--- src/rtl/azadi_spi_loader.sv ---
// azadi_spi_loader: oversampled SPI-slave boot loader writing words into ICCM through a FIFO
module azadi_spi_loader #(
  parameter int ADDR_WIDTH = 13,
  parameter int DATA_WIDTH = 32,
  parameter int FIFO_DEPTH = 4,
  parameter bit BYTE_SWAP = 1'b1,
  parameter logic [ADDR_WIDTH-1:0] BASE_ADDR = '0,
  parameter logic [DATA_WIDTH-1:0] END_WORD = DATA_WIDTH'(32'h00FF_FF00)
) (
  input  logic                  clk_i,
  input  logic                  rst_i,
  input  logic                  sck_i,
  input  logic                  sdi_i,
  input  logic                  csb_i,
  output logic                  sdo_o,
  input  logic                  clr_i,
  output logic [ADDR_WIDTH-1:0] waddr_o,
  output logic [DATA_WIDTH-1:0] wdata_o,
  output logic                  wvalid_o,
  input  logic                  wready_i,
  output logic                  done_o,
  output logic                  ovf_o,
  output logic                  frame_err_o,
  output logic [ADDR_WIDTH-1:0] word_cnt_o
);
  localparam logic [1:0] IDLE = 2'd0, SHIFT = 2'd1, CHECK = 2'd2, DONE = 2'd3;
  localparam int CW = $clog2(DATA_WIDTH + 1);
  localparam int PW = $clog2(FIFO_DEPTH);
  logic [2:0] sck_s;
  logic [1:0] csb_s, sdi_s;
  logic [1:0] state;
  logic [CW-1:0] bit_cnt;
  logic [DATA_WIDTH-1:0] shreg, word;
  logic [DATA_WIDTH-1:0] mem [FIFO_DEPTH];
  logic [PW-1:0] wp, rp;
  logic [PW:0] cnt;
  logic sck_rise, csb, full, push, pop, is_end;
  for (genvar i = 0; i < DATA_WIDTH / 8; i++) begin : g_swap
    assign word[8*i +: 8] = BYTE_SWAP ? shreg[DATA_WIDTH-8-8*i +: 8] : shreg[8*i +: 8];
  end
  assign sck_rise = sck_s[1] & ~sck_s[2];
  assign csb = csb_s[1];
  assign is_end = word == END_WORD;
  assign full = cnt == (PW + 1)'(FIFO_DEPTH);
  assign wvalid_o = cnt != '0;
  assign pop = wvalid_o & wready_i;
  assign push = state == CHECK & ~is_end & (~full | pop);
  assign wdata_o = wvalid_o ? mem[rp] : '0;
  always_ff @(posedge clk_i) begin
    if (rst_i) begin
      sck_s <= '0;
      csb_s <= '1;
      sdi_s <= '0;
    end else begin
      sck_s <= {sck_s[1:0], sck_i};
      csb_s <= {csb_s[0], csb_i};
      sdi_s <= {sdi_s[0], sdi_i};
    end
  end
  always_ff @(posedge clk_i) begin
    if (rst_i) begin
      state <= IDLE;
      bit_cnt <= '0;
      shreg <= '0;
      done_o <= 1'b0;
      ovf_o <= 1'b0;
      frame_err_o <= 1'b0;
      sdo_o <= 1'b0;
    end else begin
      sdo_o <= done_o;
      if (clr_i) begin
        done_o <= 1'b0;
        ovf_o <= 1'b0;
        frame_err_o <= 1'b0;
      end
      if (state == IDLE) begin
        bit_cnt <= '0;
        if (!csb) state <= SHIFT;
      end else if (state == SHIFT) begin
        if (bit_cnt == CW'(DATA_WIDTH)) begin
          bit_cnt <= '0;
          state <= CHECK;
        end else if (csb) begin
          bit_cnt <= '0;
          state <= IDLE;
          if (bit_cnt != '0) frame_err_o <= 1'b1;
        end else if (sck_rise) begin
          shreg <= {shreg[DATA_WIDTH-2:0], sdi_s[1]};
          bit_cnt <= bit_cnt + 1'b1;
        end
      end else if (state == CHECK) begin
        state <= is_end ? DONE : SHIFT;
        if (is_end) done_o <= 1'b1;
        else if (!push) ovf_o <= 1'b1;
      end else if (clr_i) begin
        state <= IDLE;
      end
    end
  end
  always_ff @(posedge clk_i) begin
    if (push) mem[wp] <= word;
  end
  always_ff @(posedge clk_i) begin
    if (rst_i) begin
      wp <= '0;
      rp <= '0;
      cnt <= '0;
      waddr_o <= BASE_ADDR;
      word_cnt_o <= '0;
    end else begin
      if (push) wp <= wp + 1'b1;
      if (pop) rp <= rp + 1'b1;
      cnt <= cnt + {{PW{1'b0}}, push} - {{PW{1'b0}}, pop};
      if (clr_i) begin
        waddr_o <= BASE_ADDR;
        word_cnt_o <= '0;
      end else if (pop) begin
        waddr_o <= waddr_o + 1'b1;
        word_cnt_o <= word_cnt_o + {{(ADDR_WIDTH-1){1'b0}}, ~&word_cnt_o};
      end
    end
  end
endmodule

--- config.mk ---
export PLATFORM = sky130hd
export DESIGN_NAME = azadi_spi_loader
export DESIGN_NICKNAME = d
export VERILOG_FILES = /design/src/rtl/azadi_spi_loader.sv
export SDC_FILE = /design/constraint.sdc
export NUM_CORES = 1
export LEC_CHECK = 0
export CAP_MARGIN = 20
export CELL_PAD_IN_SITES_DETAIL_PLACEMENT = 1
export CELL_PAD_IN_SITES_GLOBAL_PLACEMENT = 2
export CORE_ASPECT_RATIO = 1.4
export CORE_MARGIN = 10
export CORE_UTILIZATION = 43
export DETAILED_ROUTE_END_ITERATION = 16
export GPL_ROUTABILITY_DRIVEN = 0
export GPL_TIMING_DRIVEN = 1
export PLACE_DENSITY = 0.87
export SLEW_MARGIN = 20
export SYNTH_ARGS = -nofsm -noshare
export SYNTH_HDL_FRONTEND = slang
export SYNTH_SLANG_ARGS = --single-unit
--- constraint.sdc ---
create_clock -name clk_i -period 4.15 [get_ports clk_i]
set_input_delay 0.6225 -clock clk_i [delete_from_list [all_inputs] [get_ports clk_i]]
set_output_delay 0.6225 -clock clk_i [all_outputs]
set_load 0.02 [all_outputs]
==> impl_metrics.csv, run 1 <==
group,metric,value,unit
cts,h-tree-depth,1,
final_layout,area_delta_synth_final,18.3,%
route,wirelength,18400,um
placement,port_buffers,69,
yosys,synth_edf_count,128,
sta,clock-skew-final,15.6,ps
yosys,synth_fp_nets,624,
floorplanning,ios,70,
power_and_ir_drop,ir_worst_vdd,0.000337,V
cts,post_cts_resized,0,
setup_path,slowest_delay,690,ps
yosys,ys_ff_latch,214,
cts,cts_tree,"built",
final_layout,drive_above_1_share,12.8,%
yosys,synth_common_cells,"edfxtp_1 (128), dfxtp_1 (86), nor2_1 (58), nor2b_1 (42), mux2i_1 (34)",
sta,fin_crit,3420,ps
yosys,synth_most_common_cell,"edfxtp_1",
cts,cts.sinks,214,
sta,finalHoldViolCount,0,
setup_path,required,3530,ps
cts,cts_buffers,20,
setup_path,worst_ep_arrival_time,2800,ps
yosys,ys.flop_type,"edfxtp_1",
route,num_vias,5035,
final_layout,postLayoutCellArea,10200,um^2
floorplanning,core,19800,um^2
grt,grt_max_degree,34,
power_and_ir_drop,power_leakage,3.22,nW
power_and_ir_drop,power,5.33,mW
route,antenna_left,0,
floorplanning,start_util,43.5,%
sta,maxSlewViolCount,0,
grt,grt_pass1_wl,29700,um
sta,holdWs,410,ps
sta,finalSetupTns,0,ps
floorplanning,die-area,26200,um^2
cts,clk_latency,490,ps
cts,post-cts-setup-buffers,0,
final_layout,num_antenna_cells,0,
setup_path,endpoint_kind,"output pin",
grt,grt_pass1_vias,5521,
job,cap_viol_max_count,0,
yosys,yosys.cell_types.count,52,
yosys,async_flop_share,0,%
sta,finalSetupViolations,0,
yosys,syn_inst,602,
final_layout,final_nets,697,
placement,dpl.hpwl,12000,um
route,first_pass_iters,4,
grt,overflow,0,
cts,path_clk_slew,70,ps
yosys,ys_warn_count,0,
setup_path,crit_fanout,15,
sta,worstMarginPinSlew,890,ps
min_path,hold_class,"reg2reg",
grt,antenna_found_initial,0,
yosys,synth_top_area_share,44.7,%
setup_path,worst-path-buf-inv,2,
setup_path,criticalPathCategory,"reg2out",
floorplanning,row_count,61,
route,wire_per_inst,19.5,um
yosys,synth.area.top_cells,"edfxtp_1 (45%), dfxtp_1 (20%), mux4_2 (8.4%), mux2i_1 (4.0%), nor2b_1 (3.1%)",
power_and_ir_drop,p_per_area,524,nW/um^2
setup_path,crit_family,"buffers and inverters",
route,viasPerCell,5.35,
cts,cts_hold_buf,0,
sta,max_freq,292,MHz
placement,placement.cell_area,9570,um^2
setup_path,start_kind,"register",
placement,dp.cells,905,
yosys,synth_largest_area_cell,"edfxtp_1",
floorplanning,die_y,187,um
sta,rsz0062_at_grt,"no",
setup_path,crit_chain,"buf_4, mux4_2, nor2b_1, clkdlybuf4s50_1",
floorplanning,fp.dieW,140,um
status,status,"complete, no violations",
cts,root_buffer,"clkbuf_16",
final_layout,instances_no_fill,941,
sta,maxSlewHeadroom,39.8,%
setup_path,cp_slowest_cell,"dfxtp_2",
yosys,avgSynthCellArea,14.3,um^2
yosys,syn_area,8610,um^2
grt,grt_usage,13.6,%
sta,timing.final.crit_share,82.5,%
route,drc,0,
route,drtIter0Drc,242,
yosys,seq_area_frac_synth,64.7,%
cts,clk_path_buf_depth,3,
==> flip-flops by register name (all words and copies together) (netlist names), 2 cells and up, named ones only <==
| register | cells |
|---|---|
| bit_cnt | 6 |
| sck_s | 3 |
| state | 2 |
| csb_s | 2 |
| word_cnt_o | 13 |
| cnt | 3 |
| sdi_s | 2 |
| waddr_o | 13 |
| wp | 2 |
| shreg | 32 |
| mem | 128 |
| rp | 2 |
==> through the flow <==
step	setup WS, ps	utilization, %
5_1_grt	531	51.5
3_3_place_gp	1070	48.4
3_5_place_dp	1010	48.4
6_report	727	51.5
4_1_cts	643	51.5
2_1_floorplan	1690	-
==> worst paths after layout <==
| kind | start | to | slack, ps | cells after the start |
|---|---|---|---|---|
| worst max-delay path | register | wdata_o[20] | 730 | 4 |
| worst min-delay path | csb_s[0]$_SDFF_PP1_ | csb_s[1]$_SDFF_PP1_ | 410 | 1 |
| worst max register to register | shreg[0]$_SDFFE_PP0P_ | cnt[2]$_SDFF_PP0_ | 1390 | 8 |
| worst min register to register | csb_s[0]$_SDFF_PP1_ | csb_s[1]$_SDFF_PP1_ | 410 | 1 |
==> logic make-up (layout without fill, tap and decap cells) <==
kind of cell               count (synthesis)  in the layout  share of synthesized area (%)
and+or+nand+nor                          201            201                           12.9
muxes                                     67             67                           12.5
DFF                                      214            214                           64.7
adders and majority gates                 15             15                           2.27
buffers and inverters                     41            128                           1.99
AOI/OAI and AO/OA                         44             44                           3.66
xor gates and xnor gates                  20             20                           2.04
==> where the power goes <==
| part | internal [mW] | total [mW] | leakage (nW) | switching (mW) |
|---|---|---|---|---|
| Sequential | 2.26 | 2.34 | 1.88 | 0.0784 |
| Clock | 0.956 | 1.72 | 0.296 | 0.765 |
| Combinational | 0.634 | 1.27 | 1.04 | 0.640 |
==> layer usage <==
| metal | share of wire, % | track usage [%] | up-vias |
|---|---|---|---|
| met5 | 0 | 0 | - |
| met4 | 2.2 | 4.02 | 0 |
| met3 | 4.9 | 3.25 | 30 |
| met2 | 53 | 25.7 | 90 |
| met1 | 39 | 14.5 | 2537 |
| li1 | - | - | 2378 |
==> layout make-up <==
type | count | area (um^2)
Multi-Input combinational cell | 347 | 2870
Inverter | 13 | 48.8
Clock buffer | 28 | 562
Fill cell | 1959 | 9590
Clock inverter | 8 | 51.3
Sequential cell | 214 | 5570
Tap cell | 252 | 315
Timing Repair Buffer | 79 | 761
==> placed cells by master (no fill, tap or decap), types with 10 or more instances in the layout <==
master | Yosys | final
inv_1 | 13 | 13
a21oi_1 | 13 | 13
nand2_1 | 28 | 28
mux4_2 | 32 | 32
xnor2_1 | 14 | 14
nor2_1 | 58 | 58
nor2b_1 | 42 | 42
ha_1 | 14 | 14
mux2i_1 | 34 | 34
clkbuf_16 | 0 | 21
clkdlybuf4s50_1 | 0 | 68
dfxtp_1 | 86 | 85
edfxtp_1 | 128 | 128
buf_4 | 3 | 10
(Power assumes the default switching activity.)
==> run 2: changes to the inputs <==
--- a/config.mk
+++ b/config.mk
@@ -10,11 +10,11 @@
 export CELL_PAD_IN_SITES_GLOBAL_PLACEMENT = 2
 export CORE_ASPECT_RATIO = 1.4
 export CORE_MARGIN = 10
-export CORE_UTILIZATION = 43
+export CORE_UTILIZATION = 37
 export DETAILED_ROUTE_END_ITERATION = 16
 export GPL_ROUTABILITY_DRIVEN = 0
 export GPL_TIMING_DRIVEN = 1
-export PLACE_DENSITY = 0.87
+export PLACE_DENSITY = 0.8
 export SLEW_MARGIN = 20
 export SYNTH_ARGS = -nofsm -noshare
 export SYNTH_HDL_FRONTEND = slang
==> constraint.sdc (replaced) <==
create_clock -name clk_i -period 3.1 [get_ports clk_i]
set_input_delay 0.465 -clock clk_i [delete_from_list [all_inputs] [get_ports clk_i]]
set_output_delay 0.465 -clock clk_i [all_outputs]
set_load 0.02 [all_outputs]
==> impl_metrics.csv, run 2 (same netlist as run 1, synthesis figures left out) <==
group,metric,value,unit
sta,timing.final.crit_share,93.0,%
final_layout,drive_above_1_share,13.6,%
floorplanning,die_y,200,um
floorplanning,core,23000,um^2
floorplanning,die-area,29800,um^2
final_layout,final_nets,700,
cts,root_buffer,"clkbuf_16",
setup_path,crit_chain,"buf_12, mux4_2, nor2b_1, clkdlybuf4s50_1",
placement,dpl.hpwl,12500,um
setup_path,slowest_delay,580,ps
cts,path_clk_slew,60,ps
sta,maxSlewViolCount,0,
cts,clk_path_buf_depth,3,
power_and_ir_drop,ir_worst_vdd,0.000379,V
grt,grt_max_degree,34,
sta,rsz0062_at_grt,"no",
final_layout,layout_commonest_cell,"edfxtp_1",
power_and_ir_drop,p_per_area,715,nW/um^2
final_layout,layout.cells.most_common_list,"edfxtp_1 (128), dfxtp_1 (85), clkdlybuf4s50_1 (68), nor2_1 (58), nor2b_1 (42)",
sta,clock-skew-final,11.2,ps
status,status,"complete, no violations",
final_layout,postLayoutCellArea,10300,um^2
grt,overflow,0,
setup_path,criticalPathCategory,"reg2out",
final_layout,area_delta_synth_final,20.1,%
final_layout,largest_reg_flops,128,
sta,fin_crit,2880,ps
cts,post-cts-setup-buffers,0,
cts,cts_buffers,21,
sta,setup_slack,218,ps
setup_path,crit_family,"buffers and inverters",
route,num_vias,4986,
sta,max_freq,347,MHz
route,drtIter0Drc,200,
power_and_ir_drop,power,7.39,mW
final_layout,regMostFlops,"mem",
route,antenna_left,0,
final_layout,num_antenna_cells,0,
sta,finalSetupViolations,0,
final_layout,top_regs,"mem x128, shreg x32",
floorplanning,fp.dieW,149,um
power_and_ir_drop,power_leakage,3.26,nW
grt,grt_pass1_wl,31100,um
floorplanning,row_count,66,
cts,post_cts_resized,0,
placement,port_buffers,69,
route,first_pass_iters,4,
grt,grt_pass1_vias,5646,
setup_path,endpoint_kind,"output pin",
placement,place_ws,154,ps
floorplanning,start_util,37.4,%
route,wire_per_inst,18.9,um
sta,worstMarginPinSlew,899,ps
sta,maxSlewHeadroom,39.2,%
setup_path,cp_slowest_cell,"mux4_2",
setup_path,start_kind,"register",
grt,antenna_found_initial,0,
placement,placement.cell_area,9660,um^2
setup_path,worst-path-buf-inv,2,
sta,finalHoldViolCount,0,
cts,cts_tree,"built",
job,cap_viol_max_count,0,
cts,h-tree-depth,1,
floorplanning,ios,70,
setup_path,required,2630,ps
route,drc,0,
route,wirelength,18800,um
route,viasPerCell,4.99,
setup_path,worst_ep_arrival_time,2420,ps
grt,grt_usage,12.7,%
min_path,hold_class,"reg2reg",
sta,finalSetupTns,0,ps
cts,cts_hold_buf,0,
cts,clk_latency,500,ps
cts,cts.sinks,214,
setup_path,crit_fanout,32,
-- run 2: changes by cell type in the layout (fill, tap and decap cells not counted) --
| cell | before | now |
|---|---|---|
| clkinv_4 | 0 | 2 |
| bufinv_16 | 0 | 2 |
| buf_12 | 0 | 1 |
| inv_4 | 0 | 1 |
| clkinvlp_4 | 2 | 1 |
| buf_4 | 10 | 11 |
| inv_6 | 2 | 1 |
| clkbuf_1 | 6 | 5 |
| clkinv_1 | 1 | 0 |
| clkinvlp_2 | 0 | 1 |
-- run 2: path summary, 6_finish.rpt --
check                                            from             endpoint  slack, ps  cells past startpoint
worst max-delay path                         register          wdata_o[30]        220                      4
worst min register to register    csb_s[0]$_SDFF_PP1_  csb_s[1]$_SDFF_PP1_        420                      1
worst max register to register  shreg[0]$_SDFFE_PP0P_    cnt[2]$_SDFF_PP0_        340                      8
worst min-delay path              csb_s[0]$_SDFF_PP1_  csb_s[1]$_SDFF_PP1_        420                      1
-- run 2: report_power, final --
| group | internal [mW] | switching, mW |
|---|---|---|
| logic | 0.865 | 0.917 |
| registers | 3.02 | 0.0598 |
| clock network | 1.45 | 1.07 |
| total | 5.34 | 2.05 |
-- run 2: cell type report --
type                       count  area [um^2]
inverter                      13         48.8
multi-input combinational    347         2870
fill                        2306        12700
sequential                   214         5570
clock buffer                  27          558
timing repair buffer          81          788
tap                          306          383
clock inverter                11          120
-- run 2: through the flow --
stage	instances	utilization [%]	hold slack, ps
floorplan	602	-	389
global placement	961	41.9	404
detailed placement	961	41.9	404
CTS	999	44.9	422
global route	999	44.9	446
finish	999	44.9	420
-- run 2: metal layers --
metal / vias up / share of wire [%] / GRT usage, %
met2: 70 / 55 / 23.8
met4: 0 / 1.8 / 3.44
met3: 25 / 4.7 / 3.05
met1: 2513 / 38 / 13.7
met5: - / 0 / 0
li1: 2378 / - / -
==> run 3: changes to the inputs <==
--- a/config.mk
+++ b/config.mk
@@ -8,7 +8,6 @@
 export CAP_MARGIN = 20
 export CELL_PAD_IN_SITES_DETAIL_PLACEMENT = 1
 export CELL_PAD_IN_SITES_GLOBAL_PLACEMENT = 2
-export CORE_ASPECT_RATIO = 1.4
 export CORE_MARGIN = 10
 export CORE_UTILIZATION = 37
 export DETAILED_ROUTE_END_ITERATION = 16
==> impl_metrics.csv, run 3 (same netlist as run 1, synthesis figures left out) <==
group,metric,value,unit
min_path,hold_class,"in2reg",
sta,holdWs,394,ps
route,wl_met2,9530,um
grt,grt_pass1_vias,5559,
grt,grt_usage,12.4,%
setup_path,rr_endpoint,"cnt[2]$_SDFF_PP0_",
floorplanning,die_y,173,um
final_layout,area_delta_synth_final,21.0,%
job,cap_viol_max_count,0,
cts,cts_hold_buf,0,
setup_path,rr_worst_depth,8,
floorplanning,core,22800,um^2
floorplanning,row_count,55,
sta,timing.final.crit_share,93.5,%
setup_path,cp-endpoint,"wdata_o[22]",
cts,clk_path_buf_depth,3,
sta,fin_crit,2900,ps
sta,worstMarginPinSlew,891,ps
power_and_ir_drop,p_int,5.52,mW
final_layout,nFillCells,2274,
final_layout,layout.cells.most_common_list,"edfxtp_1 (128), dfxtp_1 (85), clkdlybuf4s50_1 (68), nor2_1 (58), nor2b_1 (42)",
placement,placement.cell_area,9680,um^2
final_layout,final_nets,703,
power_and_ir_drop,seq_power_share,40.7,%
setup_path,crit_fanout,32,
power_and_ir_drop,power_leakage,3.30,nW
floorplanning,ios,70,
sta,maxSlewHeadroom,39.7,%
power_and_ir_drop,netSwitchingFraction,27.2,%
setup_path,slowest_delay,590,ps
grt,grt_max_degree,36,
cts,cts_buffers,23,
power_and_ir_drop,clock_power_share,35.4,%
route,antenna_left,0,
cts,clk_latency,510,ps
final_layout,largest_reg_flops,128,
cts,post_cts_resized,0,
final_layout,layout_commonest_cell,"edfxtp_1",
route,wl_met3,897,um
placement,port_buffers,69,
power_and_ir_drop,ir_worst_vdd,0.000367,V
final_layout,multi_input_area,2870,um^2
cts,cts_tree,"built",
route,wirelength,18900,um
setup_path,cp_slowest_cell,"mux4_2",
sta,finalSetupTns,0,ps
power_and_ir_drop,power,7.58,mW
setup_path,crit_chain,"buf_12, mux4_2, nor2b_1, clkdlybuf4s50_1",
setup_path,worst_ep_arrival_time,2430,ps
placement,dpl.hpwl,11800,um
floorplanning,start_util,37.8,%
final_layout,top_regs,"mem x128, shreg x32",
status,status,"complete, no violations",
final_layout,postLayoutCellArea,10400,um^2
cts,path_clk_slew,60,ps
power_and_ir_drop,p_per_area,728,nW/um^2
floorplanning,fp.dieW,173,um
setup_path,required,2630,ps
grt,antenna_found_initial,0,
setup_path,endpoint_kind,"output pin",
final_layout,drive_above_1_share,13.5,%
final_layout,num_antenna_cells,0,
sta,rsz0062_at_grt,"no",
route,num_vias,5076,
sta,finalSetupViolations,0,
setup_path,criticalPathCategory,"reg2out",
setup_path,timing.rr.start,"shreg[31]$_SDFFE_PP0P_",
route,wire_per_inst,18.7,um
sta,max_freq,345,MHz
grt,overflow,0,
route,first_pass_iters,4,
route,m1WireLength,8170,um
power_and_ir_drop,switchingPower,2.06,mW
sta,clock-skew-final,13.2,ps
cts,h-tree-depth,1,
route,drtIter0Drc,271,
route,route.top_layer_used,"met4",
route,drc,0,
cts,post-cts-setup-buffers,0,
cts,cts.sinks,214,
grt,grt_pass1_wl,30400,um
power_and_ir_drop,combPwrFrac,23.9,%
setup_path,reg2reg_setup_slack,300,ps
floorplanning,die-area,29800,um^2
route,viasPerCell,5.02,
final_layout,register_area,5570,um^2
cts,root_buffer,"clkbuf_16",
setup_path,start_kind,"register",
sta,maxSlewViolCount,0,
sta,finalHoldViolCount,0,
final_layout,regMostFlops,"mem",
==> run 3: layer usage <==
metal	global-route usage, %	vias up
li1	-	2390
met5	0	-
met3	3.11	22
met4	3.23	0
met2	22.0	88
met1	14.5	2576
==> run 3: layout make-up <==
class	count	area share (%)
clock inverter	12	1.30
timing repair buffer	82	7.64
multi-input combinational	347	27.6
clock buffer	30	5.78
inverter	13	0.469
tap	313	3.76
sequential	214	53.5
==> run 3: worst max-delay path: cells and delay by family, from the launching register on <==
family | cells | cell delay, ps
AND/OR/NAND/NOR | 1 | 160
multiplexers | 1 | 590
buffers and inverters | 2 | 810
flip-flops | 1 | 340
==> run 3: metrics by stage <==
step,std cells,utilization [%],worst slack [ps]
floorplan,602,-,695
global placement,969,42.5,233
detailed placement,969,42.5,171
CTS,1011,45.7,146
global route,1011,45.7,98.6
finish,1011,45.7,202
==> run 3: worst min path at each step <==
stage,from,cells after the start,endpoint
after floorplan,csb_s[0]$_SDFF_PP1_,1,csb_s[1]$_SDFF_PP1_
after global placement,csb_s[0]$_SDFF_PP1_,1,csb_s[1]$_SDFF_PP1_
after detailed placement,csb_s[0]$_SDFF_PP1_,1,csb_s[1]$_SDFF_PP1_
after global routing,rst_i,2,sdi_s[1]$_SDFF_PP0_
final,rst_i,2,rp[0]$_SDFFE_PP0P_
after CTS,rst_i,2,rp[0]$_SDFFE_PP0P_
==> run 3: power by group through the flow <==
stage                     registers, mW  logic [mW]  clock network (mW)
final                              3.08        1.81                2.69
after global routing               3.09        1.96                2.88
after CTS                          3.08        1.87                2.76
after detailed placement           3.14        1.87                   0
after global placement             3.14        1.84                   0
after floorplan                    3.11        1.12                   0
==> edit, RTL diff (settings of run 3) <==
Set the parameter `FIFO_DEPTH` to 2 (it was 4).
--- a/src/rtl/azadi_spi_loader.sv
+++ b/src/rtl/azadi_spi_loader.sv
@@ -2,7 +2,7 @@
 module azadi_spi_loader #(
   parameter int ADDR_WIDTH = 13,
   parameter int DATA_WIDTH = 32,
-  parameter int FIFO_DEPTH = 4,
+  parameter int FIFO_DEPTH = 2,
   parameter bit BYTE_SWAP = 1'b1,
   parameter logic [ADDR_WIDTH-1:0] BASE_ADDR = '0,
   parameter logic [DATA_WIDTH-1:0] END_WORD = DATA_WIDTH'(32'h00FF_FF00)
Behaviour: no difference found for any inputs over 10 cycles, from zero or initial values and one cycle with rst_i high; that may be too few to reach the edited logic, so the function may still have changed.
==> edit against run 3 <==
Area after synthesis is 32% lower; routed wire length fell by 33%; sequential cell count decreased by 68; cell area fell by 29%; setup slack better by 0.32 ns; first-iteration DRC count decreased by 44%; power decreased by 47%; register-to-register slack improved by 0.41 ns; critical path type unchanged; largest cell class unchanged; highest routed layer unchanged.
==> edit: results (changes against run 3) <==
H-tree Lvls 4 (+3); clock tree root driver cell clkbuf_16; worst vdd ir 0.271 mV (-26%); Nets 598 (-15%); Slew headroom 0.638 (+0.241); EDFF count, synth 64 (-50%); Area contributors post-synth edfxtp_1 33%, dfxtp_1 28%, mux2i_1 11%; WHS Path Cells 1 (-1); top_reg_cell synth dfxtp_1; post-route ant nets 0 (unchanged); post-cts resize count 0 (unchanged); worst hold path class reg -> reg; total track usage 0.122 (-0.00184); syn_area_per_cell 11.6 um^2 (-19%); Setup crit end wdata_o[14]; largest net degree at the start of global routing 34 (-5.6%); registers with the most flip-flops mem (64), shreg (32); HP Start csb_s[0]; initial antenna violation count 0 (unchanged); Synth async-reset ratio 0 (unchanged); Clock Skew 0.00877 ns (-0.00443 ns); Initial Util 0.374 (-0.00420); via-per-instance ratio 4.87 (-3.1%); Vias 3,937 (-22%); DPL Wire Length 8.71 mm (-26%); top post-synthesis cells by count 92 x nor2_1, 82 x dfxtp_1, 65 x mux2i_1, 64 x edfxtp_1, 27 x nand2_1; Leak 2.34 nW (-29%); Yosys Warn Count 0 (unchanged); share of post-route cells with drive strength above 1 0.0877 (-0.0470); number of global-route vias before repair 4,141 (-26%); starting DRC count in detailed routing 152 (-44%); Hold EP csb_s[1]; Min Hold Slack 0.410 ns (+0.0160 ns); Post-Place Cell Area 6820 um^2 (-30%); clk buf depth 2 (-1); Worst-path clk slew 0.06 ns (about the same); cells on worst reg2reg path 7 (-1); worst reg2reg setup slack 0.71 ns (+0.41 ns); outcome completed; worst setup path class reg -> out; R2R Path End shreg[25]; Placed Cells 777 (-20%); RR Startpoint state[1]; Worst Path Arrival 2.12 ns (-0.31 ns); pre-CTS setup slack 0.519 ns (+0.349 ns); Detailed Routing Iterations Pass 1 4 (unchanged); shortest period the worst path allows 2.58 ns (-0.315 ns); DRT Wirelength 12.7 mm (-33%); CTS buffer count 17 (-26%); critical path peak fanout 18 (-44%); ANT cells 0 (unchanged); Syn Nets 524 (-16%); sequential share of the synthesized area 0.605 (-0.0419); sw power 0.825 mW (-60%); IO buf count 69 (unchanged); setup repair bufs after CTS 0 (unchanged); later-pin clock latency in the skew report 0.41 ns (-0.10 ns); Netlist cell types 48 (-7.7%); first-pass GRT wire length 21.4 mm (-30%)
## edit: changes by cell type after synthesis, moves of 4 or more
cell      change
buf_2         -5
edfxtp_1     -64
nor2_1       +34
nor4_1        +4
or3_1         -4
nor2b_1      -32
buf_1         +4
clkbuf_1      -6
mux2i_1      +31
mux4_2       -32
dfxtp_1       -4
## edit: worst max-delay path, stage by stage (launching register included)
cell and delay, ns:
dfxtp_2 0.64, buf_12 0.24, mux2i_1 0.20, nor2_1 0.05
clkdlybuf4s50_1 0.55
## edit: per-layer routing
layer | GRT usage | part of all wire
met1 | 0.141 | 0.45
met4 | 0.0501 | 0.014
met5 | 0 | 0
met3 | 0.0417 | 0.053
met2 | 0.202 | 0.49
## edit: power by group through the flow
stage,registers [mW],clock network [mW],logic (mW)
global placement,2.04,0,0.0749
CTS,2.00,1.99,0.0781
detailed placement,2.04,0,0.0776
finish,2.00,1.95,0.0764
floorplan,2.04,0,0.0522
global route,2.00,2.10,0.0850
## edit: cell type report
class | instances | area, um^2
Timing Repair Buffer | 77 | 758
Clock inverter | 14 | 140
Fill cell | 1717 | 8380
Clock buffer | 18 | 429
Multi-Input combinational cell | 326 | 2180
Inverter | 12 | 45.0
Tap cell | 216 | 270
Sequential cell | 146 | 3560
## edit: kinds of logic (layout without fill, tap and decap cells)
logic type / Yosys count / count (layout) / share of synthesized area
AO/OA/AOI/OAI: 37 / 37 / 0.0452
XOR/XNOR: 21 / 21 / 0.0312
adder cells (fa/ha/maj): 11 / 11 / 0.0234
buffers and inverters: 34 / 121 / 0.0261
flip-flops: 146 / 146 / 0.605
multiplexers: 66 / 66 / 0.112
AND/OR/NAND/NOR: 191 / 191 / 0.157
